[config.mk]
export PLATFORM = sky130hd
export DESIGN_NAME = add_accum_unit
export DESIGN_NICKNAME = d
export VERILOG_FILES = /design/src/rtl/add_accum_unit.sv
export SDC_FILE = /design/constraint.sdc
export NUM_CORES = 1
export LEC_CHECK = 0
export CAP_MARGIN = 0
export CORE_MARGIN = 2
export CORE_UTILIZATION = 30
export CTS_CLUSTER_SIZE = 40
export DETAILED_ROUTE_END_ITERATION = 8
export SLEW_MARGIN = 20
export SYNTH_ARGS = -nofsm -noshare
export SYNTH_HDL_FRONTEND = slang
export SYNTH_SLANG_ARGS = --single-unit
[constraint.sdc]
create_clock -name clk -period 2.7 [get_ports clk]
set_input_delay 0.405 -clock clk [delete_from_list [all_inputs] [get_ports clk]]
set_output_delay 0.405 -clock clk [all_outputs]
set_load 0.02 [all_outputs]
[src/rtl/add_accum_unit.sv]
// -----------------------------------------------------------------------------
// add_accum_unit
//   Adds, subtracts or accumulates two unsigned WIDTH-bit operands and produces
//   a registered ACC_WIDTH-bit result. Both sides use valid/ready handshakes.
//   A result is held until downstream takes it, so output backpressure
//   never loses data.
//
//   Modes (in_mode): 00 ADD, 01 ACC, 10 SUB, 11 LOAD
//
// Parameters
//   WIDTH      operand width
//   ACC_WIDTH  accumulator/result width (must be >= WIDTH+1)
//   CNT_WIDTH  width of the ACC-operation counter
//
// Ports
//   clk        clock, rising edge
//   rst        asynchronous reset, active-high
//   in_valid   operand beat valid
//   in_ready   unit can accept a beat (= !out_valid | out_ready)
//   in_a/in_b  unsigned operands
//   in_mode    operation select
//   out_valid  result beat valid
//   out_ready  downstream accepts the result
//   out_data   result
//   out_carry  carry / borrow / overflow flag of this beat
//   out_count  ACC operations since the last LOAD (saturating)
//
// Configuration macro
//   ADD_ACCUM_SATURATE_EN  when defined, ACC overflow clamps to all-ones and
//                          SUB underflow clamps to zero; out_carry still flags
//                          the event. Undefined: modular wrap.
// -----------------------------------------------------------------------------
module add_accum_unit #(
    parameter int WIDTH     = 8,
    parameter int ACC_WIDTH = 16,
    parameter int CNT_WIDTH = 8
) (
    input  logic                 clk,
    input  logic                 rst,
    input  logic                 in_valid,
    output logic                 in_ready,
    input  logic [WIDTH-1:0]     in_a,
    input  logic [WIDTH-1:0]     in_b,
    input  logic [1:0]           in_mode,
    output logic                 out_valid,
    input  logic                 out_ready,
    output logic [ACC_WIDTH-1:0] out_data,
    output logic                 out_carry,
    output logic [CNT_WIDTH-1:0] out_count
);

    typedef enum logic [1:0] {
        MODE_ADD  = 2'b00,
        MODE_ACC  = 2'b01,
        MODE_SUB  = 2'b10,
        MODE_LOAD = 2'b11
    } mode_e;

    localparam logic [CNT_WIDTH-1:0] CNT_MAX = {CNT_WIDTH{1'b1}};

    logic [ACC_WIDTH-1:0] acc;
    logic                 accept;

    // Operands widened by one extra bit above ACC_WIDTH so every sum/diff
    // keeps its carry or borrow in the top bit.
    logic [ACC_WIDTH:0] a_ext;
    logic [ACC_WIDTH:0] b_ext;
    logic [ACC_WIDTH:0] pair_sum;
    logic [ACC_WIDTH:0] acc_sum;
    logic [ACC_WIDTH:0] diff;

    logic [ACC_WIDTH-1:0] nxt_data;
    logic                 nxt_carry;
    logic [ACC_WIDTH-1:0] nxt_acc;
    logic [CNT_WIDTH-1:0] nxt_count;

    // Ready depends only on the output register state, never on in_valid.
    assign in_ready = !out_valid || out_ready;
    assign accept   = in_valid && in_ready;

    assign a_ext    = {{(ACC_WIDTH + 1 - WIDTH){1'b0}}, in_a};
    assign b_ext    = {{(ACC_WIDTH + 1 - WIDTH){1'b0}}, in_b};
    // a+b always fits in ACC_WIDTH bits because ACC_WIDTH >= WIDTH+1.
    assign pair_sum = a_ext + b_ext;
    assign acc_sum  = {1'b0, acc} + pair_sum;
    assign diff     = a_ext - b_ext;

    // NOTE: every variable gets a default at the top of always_comb so no
    // path leaves it unassigned, which would otherwise infer a latch.
    always_comb begin
        nxt_data  = pair_sum[ACC_WIDTH-1:0];
        nxt_carry = 1'b0;
        nxt_acc   = acc;
        nxt_count = out_count;
        case (mode_e'(in_mode))
            MODE_ADD: begin
                nxt_data = pair_sum[ACC_WIDTH-1:0];
            end
            MODE_ACC: begin
                nxt_carry = acc_sum[ACC_WIDTH];
`ifdef ADD_ACCUM_SATURATE_EN
                nxt_data  = acc_sum[ACC_WIDTH] ? {ACC_WIDTH{1'b1}}
                                               : acc_sum[ACC_WIDTH-1:0];
`else
                nxt_data  = acc_sum[ACC_WIDTH-1:0];
`endif
                nxt_acc   = nxt_data;
                nxt_count = (out_count == CNT_MAX) ? CNT_MAX
                                                   : out_count + 1'b1;
            end
            MODE_SUB: begin
                nxt_carry = (in_a < in_b);
`ifdef ADD_ACCUM_SATURATE_EN
                nxt_data  = (in_a < in_b) ? '0 : diff[ACC_WIDTH-1:0];
`else
                nxt_data  = diff[ACC_WIDTH-1:0];
`endif
            end
            MODE_LOAD: begin
                nxt_data  = pair_sum[ACC_WIDTH-1:0];
                nxt_acc   = pair_sum[ACC_WIDTH-1:0];
                nxt_count = CNT_WIDTH'(1);
            end
            default: ;
        endcase
    end

    // NOTE: sequential state uses non-blocking assignments so every register
    // samples the pre-edge values of the others.
    always_ff @(posedge clk or posedge rst) begin
        if (rst) begin
            acc       <= '0;
            out_data  <= '0;
            out_carry <= 1'b0;
            out_count <= '0;
            out_valid <= 1'b0;
        end else begin
            if (accept) begin
                // A new beat replaces any result being drained this cycle.
                acc       <= nxt_acc;
                out_data  <= nxt_data;
                out_carry <= nxt_carry;
                out_count <= nxt_count;
                out_valid <= 1'b1;
            end else if (out_ready) begin
                out_valid <= 1'b0;
            end
        end
    end

endmodule

# == Word level (Yosys, flattened, before mapping) ==
# Index checks and enable logic that the tools add are counted.
# totals
reg_bits,42
latchBits,0
ramBits,0
romBits,0
inputBits,22
output_inout_bits,27
elab_cells,29
memories,0
# classes
n_addsub,4
multipliers,0
n_div,0
order_cmp,1
eq_ne,4
shift,0
n_mux,7
bitwise,0
n_reduce_logical,8
# ops
cell,n
case mux 16 bit (3 select lines),1
case mux 16 bit (2 select lines),1
adder 16 x 9 -> 17 bit,1
case mux 8 bit (2 select lines),1
adder 8 x 8 -> 9 bit,1
subtractor 8 x 8 -> 9 bit,1
"adder 8 x 1 -> 8 bit, second input constant",1
"equality test 8 bit, second input constant",1
less-than comparator 8 bit,1
two-way mux 8 bit,1
"equality test 2 bit, second input constant",2
nonzero test 2 bit,2
"equality test 2 x 1 -> 1 bit, second input constant",1
zero test 2 bit,1
two-way mux 1 bit,2
case mux 1 bit (2 select lines),1
AND reduction 2 bit,1
OR reduction 2 bit,1
logical AND 1 bit,1
zero test 1 bit,1
logical OR 1 bit,1

# == Depth between registers and ports, before layout ==
# depth
depth_word,4
depth_mapped,15
depth_no_buf,14

# == Least setup slack after synthesis ==
# No wires, ideal clock.
# synth_path
path_kind,input-to-reg
start,input in_a[0]
end,register out_data[9]
setup_ns,0.086
arrival_ns,3.248
t_required_ns,2.614
setup_slack_ns,-0.634
path_stages,14
path_buffers,1
path_cell_list,ha_1 -> fa_1 -> nor2b_1 -> o211ai_1 -> and3_1 -> xor2_1 -> ha_1 -> a21oi_1 -> nand2_1 -> a311oi_2 -> nor2_2 -> buf_6 -> and3_1 -> nor3_1
# synth_between
elab_chain_len,3
word_cells_on_any_way,4
classes_between,3 x add/sub; 1 x mux
# synth_rtl
element,line_no,text
from (decl),42,"input logic [WIDTH-1:0] in_a,"
adder 8 x 8 -> 9 bit,84,assign pair_sum = a_ext + b_ext;
adder 16 x 9 -> 17 bit,85,"assign acc_sum = {1'b0, acc} + pair_sum;"
case mux 16 bit (3 select lines) *,95,case (mode_e'(in_mode))
to (signal assigned),141,out_data <= nxt_data;
to (decl),47,"output logic [ACC_WIDTH-1:0] out_data,"
# Mark *: on every way between the ends. The rest lies on a longest branch, timed or not.
# A chain may end at the register's enable or synchronous reset.

# == Final worst setup path ==
# layout_path
start,input in_b[0]
end,register out_data[9]
# layout_between
elab_chain_len,3
word_cells_on_any_way,4
classes_between,3 x add/sub; 1 x mux
# layout_rtl
element,line_no,text
from (decl),43,"input logic [WIDTH-1:0] in_b,"
adder 8 x 8 -> 9 bit,84,
adder 16 x 9 -> 17 bit,85,
case mux 16 bit (3 select lines) *,95,
# Marks and branches as above.

==> results.yml <==
final_layout:
  drive_gt1_share_pct: 32.1
  fin_area_um2: 5010
  final_core_util_pct: 46.1
  nNetsFinal: 554
  fill_cells: 1026
  seqCellArea_um2: 1050
  syn_to_final_growth_pct: 49.3
  multi_input_area_um2: 2570
  antenna_cells: 0
clock_network:
  cts_buffer_depth: 2
  ctsHoldBuffers: 0
  clock-sinks: 42
  worstSkewPairLatency_ns: 0.29
  path_clk_slew_ns: 0.09
  cts_tree: "built"
  cts_made_buffers: 5
  cts-root-buf: "clkbuf_8"
  cts_max_level: 2
yosys:
  yosys.area_share.simple_pct: 17.3
  synth_fa_ha_area_share_pct: 12.6
  synth_edf_count: 0
  yosysWarnings: 0
  synth_cell_type_count: 59
  muxShareOfSynthArea_pct: 0
  synth_ff_type: "dfrtp_1"
  ys_seq_area_share_pct: 31.3
  synthCells: 391
  avgSynthCellArea_um2: 8.59
  synth_nets: 445
  synthXorXnorAreaFrac_pct: 3.65
  syn_area_um2: 3360
  synth_top_family_by_area: "compound AO/OA/AOI/OAI gates"
  synthArstFlopShare_pct: 100
  ys_seq_elements: 42
  synth_compound_area_share_pct: 29.2
global_route:
  grt_pass1_vias: 3435
  grtUsageMet2_pct: 29.2
  grt_antenna_before_repair: 0
  grtUsageMet1_pct: 24.0
  busiest_layer: "met2"
  use_met3_pct: 2.85
  grt_pass1_wl_um: 16700
  globalRouteOverflowTotal: 0
  grt_max_degree: 43
  grt_use_total_pct: 17.5
outcome:
  status: "finished, violations left"
  violations: "negative setup slack"
routing:
  drc: 0
  routedWlPerCell_um: 15.9
  dr.first_iter.drc_count: 187
  finalWirelength_um: 10200
  vias: 3452
  dr.pass1.iters: 4
  final_antenna_net_count: 0
  vias_per_cell: 5.39
placement:
  hpwl_um: 7340
  placedInstanceArea_um2: 4490
  place.gp.congestion: 0.884
  portBuffers: 48
floorplan:
  rows: 38
  die_height_um: 110
  pin_count: 49
  die_area_um2: 12100
  die_w_um: 110
  coreArea_um2: 10900
  start_util_pct: 30.9
timing:
  hold_viol: 0
  period_minus_slack_ns: 2.98
  slew_headroom_pct: 62.0
  slew_viol_final: 0
  fmax_ghz: 0.335
  worst-slew-pin-transition_ns: 0.570
  timing.final.crit_share_pct: 110
  skew_ns: 0.00810
  grt_setup_unrepaired: "true"
  worst_hold_slack_ns: 0.479
  worst_slack_ns: -0.283
  finalSetupViolations: 17
flow_run:
  drv_cap: 0
power_and_ir_drop:
  peakVddDrop_mv: 0.306
  netSwitchingPower_mw: 1.41
  clkPwrFrac_pct: 12.5
  power_leakage_nw: 2.11
  pwr_density_cell_nw_per_um2: 690
  p_comb_share_pct: 61.8
  power_frac_seq_pct: 25.7
  intPower_mw: 2.05
  netSwitchingFraction_pct: 40.8
critical_path:
  arrival_ns: 3.19
  crit_fanout: 6
  setup.worst_path.start_class: "input pin"
  worstSetupEndpointType: "flop"
  required_ns: 2.91
  path_class: "in -> reg"
min_path:
  hp-class: "reg -> reg"
==> final cells by class <==
cell class	count	share of cell area, %
clock buffers	7	1.72
clock inverters	1	0.0998
inverters	26	1.95
multi-input cells	304	51.2
flip-flops and latches	42	21.0
well taps	140	3.49
repair buffers	121	20.6
==> power by group through the flow <==
| stage | combinational [mW] | sequential (mW) | clock [mW] |
|---|---|---|---|
| 5_1_grt | 2.31 | 0.910 | 0.477 |
| 3_5_place_dp | 1.69 | 0.887 | 0 |
| 3_3_place_gp | 1.66 | 0.884 | 0 |
| 4_1_cts | 1.97 | 0.888 | 0.446 |
| 6_report | 2.14 | 0.889 | 0.432 |
| 2_1_floorplan | 0.986 | 0.956 | 0 |
==> sequential cells by signal, indices dropped and copies added, names as in the netlist <==
signal / cells
out_carry: 1
out_count: 8
out_valid: 1
acc: 16
out_data: 16
==> cell usage after synthesis, drive strengths merged, types with 8 or more instances <==
cell type / n / share of area [%]
o22ai: 8 / 1.5
nand3: 12 / 1.8
nand2: 24 / 2.8
and3: 14 / 2.8
o21ai: 30 / 4.5
inv: 26 / 2.9
nor2: 23 / 2.6
clkbuf: 8 / 0.89
nor3: 15 / 2.4
a31oi: 12 / 2.2
dfrtp: 42 / 31
o211ai: 9 / 2.3
a21oi: 35 / 5.2
buf: 12 / 2.2
ha: 29 / 11
==> critical path: stages <==
cell,delay (ns)
buf_8,0.10
ha_4,0.15
fa_2,0.33
nor2b_4,0.14
o211ai_1,0.21
and3_1,0.23
xor2_2,0.22
ha_4,0.25
a21oi_4,0.15
o211ai_2,0.12
a311oi_4,0.31
buf_4,0.17
nor2_4,0.05
and3_1,0.19
nor3_2,0.16
==> kinds of logic (layout without fill, tap and decap cells) <==
group | count (synthesis) | after routing
AO/OA/AOI/OAI | 145 | 145
XOR/XNOR | 14 | 14
adder cells (fa/ha/maj) | 32 | 32
buffers and inverters | 46 | 155
flip-flops | 42 | 42
AND/OR/NAND/NOR | 112 | 113
==> placed cells by master, fill, tap and decap left out, types with 7 or more instances in the layout <==
| cell | instances |
|---|---|
| a21oi_1 | 27 |
| a21oi_2 | 7 |
| a221o_1 | 7 |
| a31oi_1 | 11 |
| and3_1 | 9 |
| buf_4 | 70 |
| clkdlybuf4s50_1 | 36 |
| dfrtp_1 | 42 |
| dlygate4sd2_1 | 7 |
| ha_1 | 18 |
| ha_4 | 10 |
| inv_1 | 19 |
| inv_2 | 7 |
| nand2_1 | 23 |
| nand3_1 | 12 |
| nor2_1 | 19 |
| nor3_2 | 10 |
| o211ai_1 | 7 |
| o21ai_0 | 14 |
| o21ai_1 | 15 |
| o22ai_1 | 8 |
==> per-stage QoR <==
stage	instances	setup WS [ns]	TNS, ns	power (mW)
after floorplan	391	-0.447	-5.31	1.94
after global placement	619	-1.01	-21.97	2.55
after detailed placement	619	-1.12	-23.98	2.57
after CTS	637	-0.334	-3.81	3.30
after global routing	641	-0.370	-5.02	3.70
final	641	-0.283	-3.35	3.46
==> final timing paths <==
| check | from | endpoint | slack, ns | cells past startpoint |
|---|---|---|---|---|
| worst max-delay path | in_b[0] | out_data[9] | -0.28 | 15 |
| worst min-delay path | out_data[2] | out_data[2] | 0.48 | 2 |
| worst max register to register | acc[0] | acc[12] | 0.15 | 8 |
| worst min register to register | out_data[2] | out_data[2] | 0.48 | 2 |
| max in group asynchronous | rst | acc[8] | 1.75 | 3 |
| min in group asynchronous | rst | out_valid | 0.55 | 3 |
==> routing by layer <==
layer	vias to the layer above	routed length, um
li1	1671	-
met1	1692	4670
met2	80	4920
met3	9	473
met4	0	106
met5	-	0
==> repair_timing <==
item	in CTS	in global routing
endpoints found under the setup margin	27	23
gates resized for setup	60	25
buffers inserted	9	4
pin swaps	36	20
cloned	1	0
No activity file was read; power rests on OpenSTA's default activity.
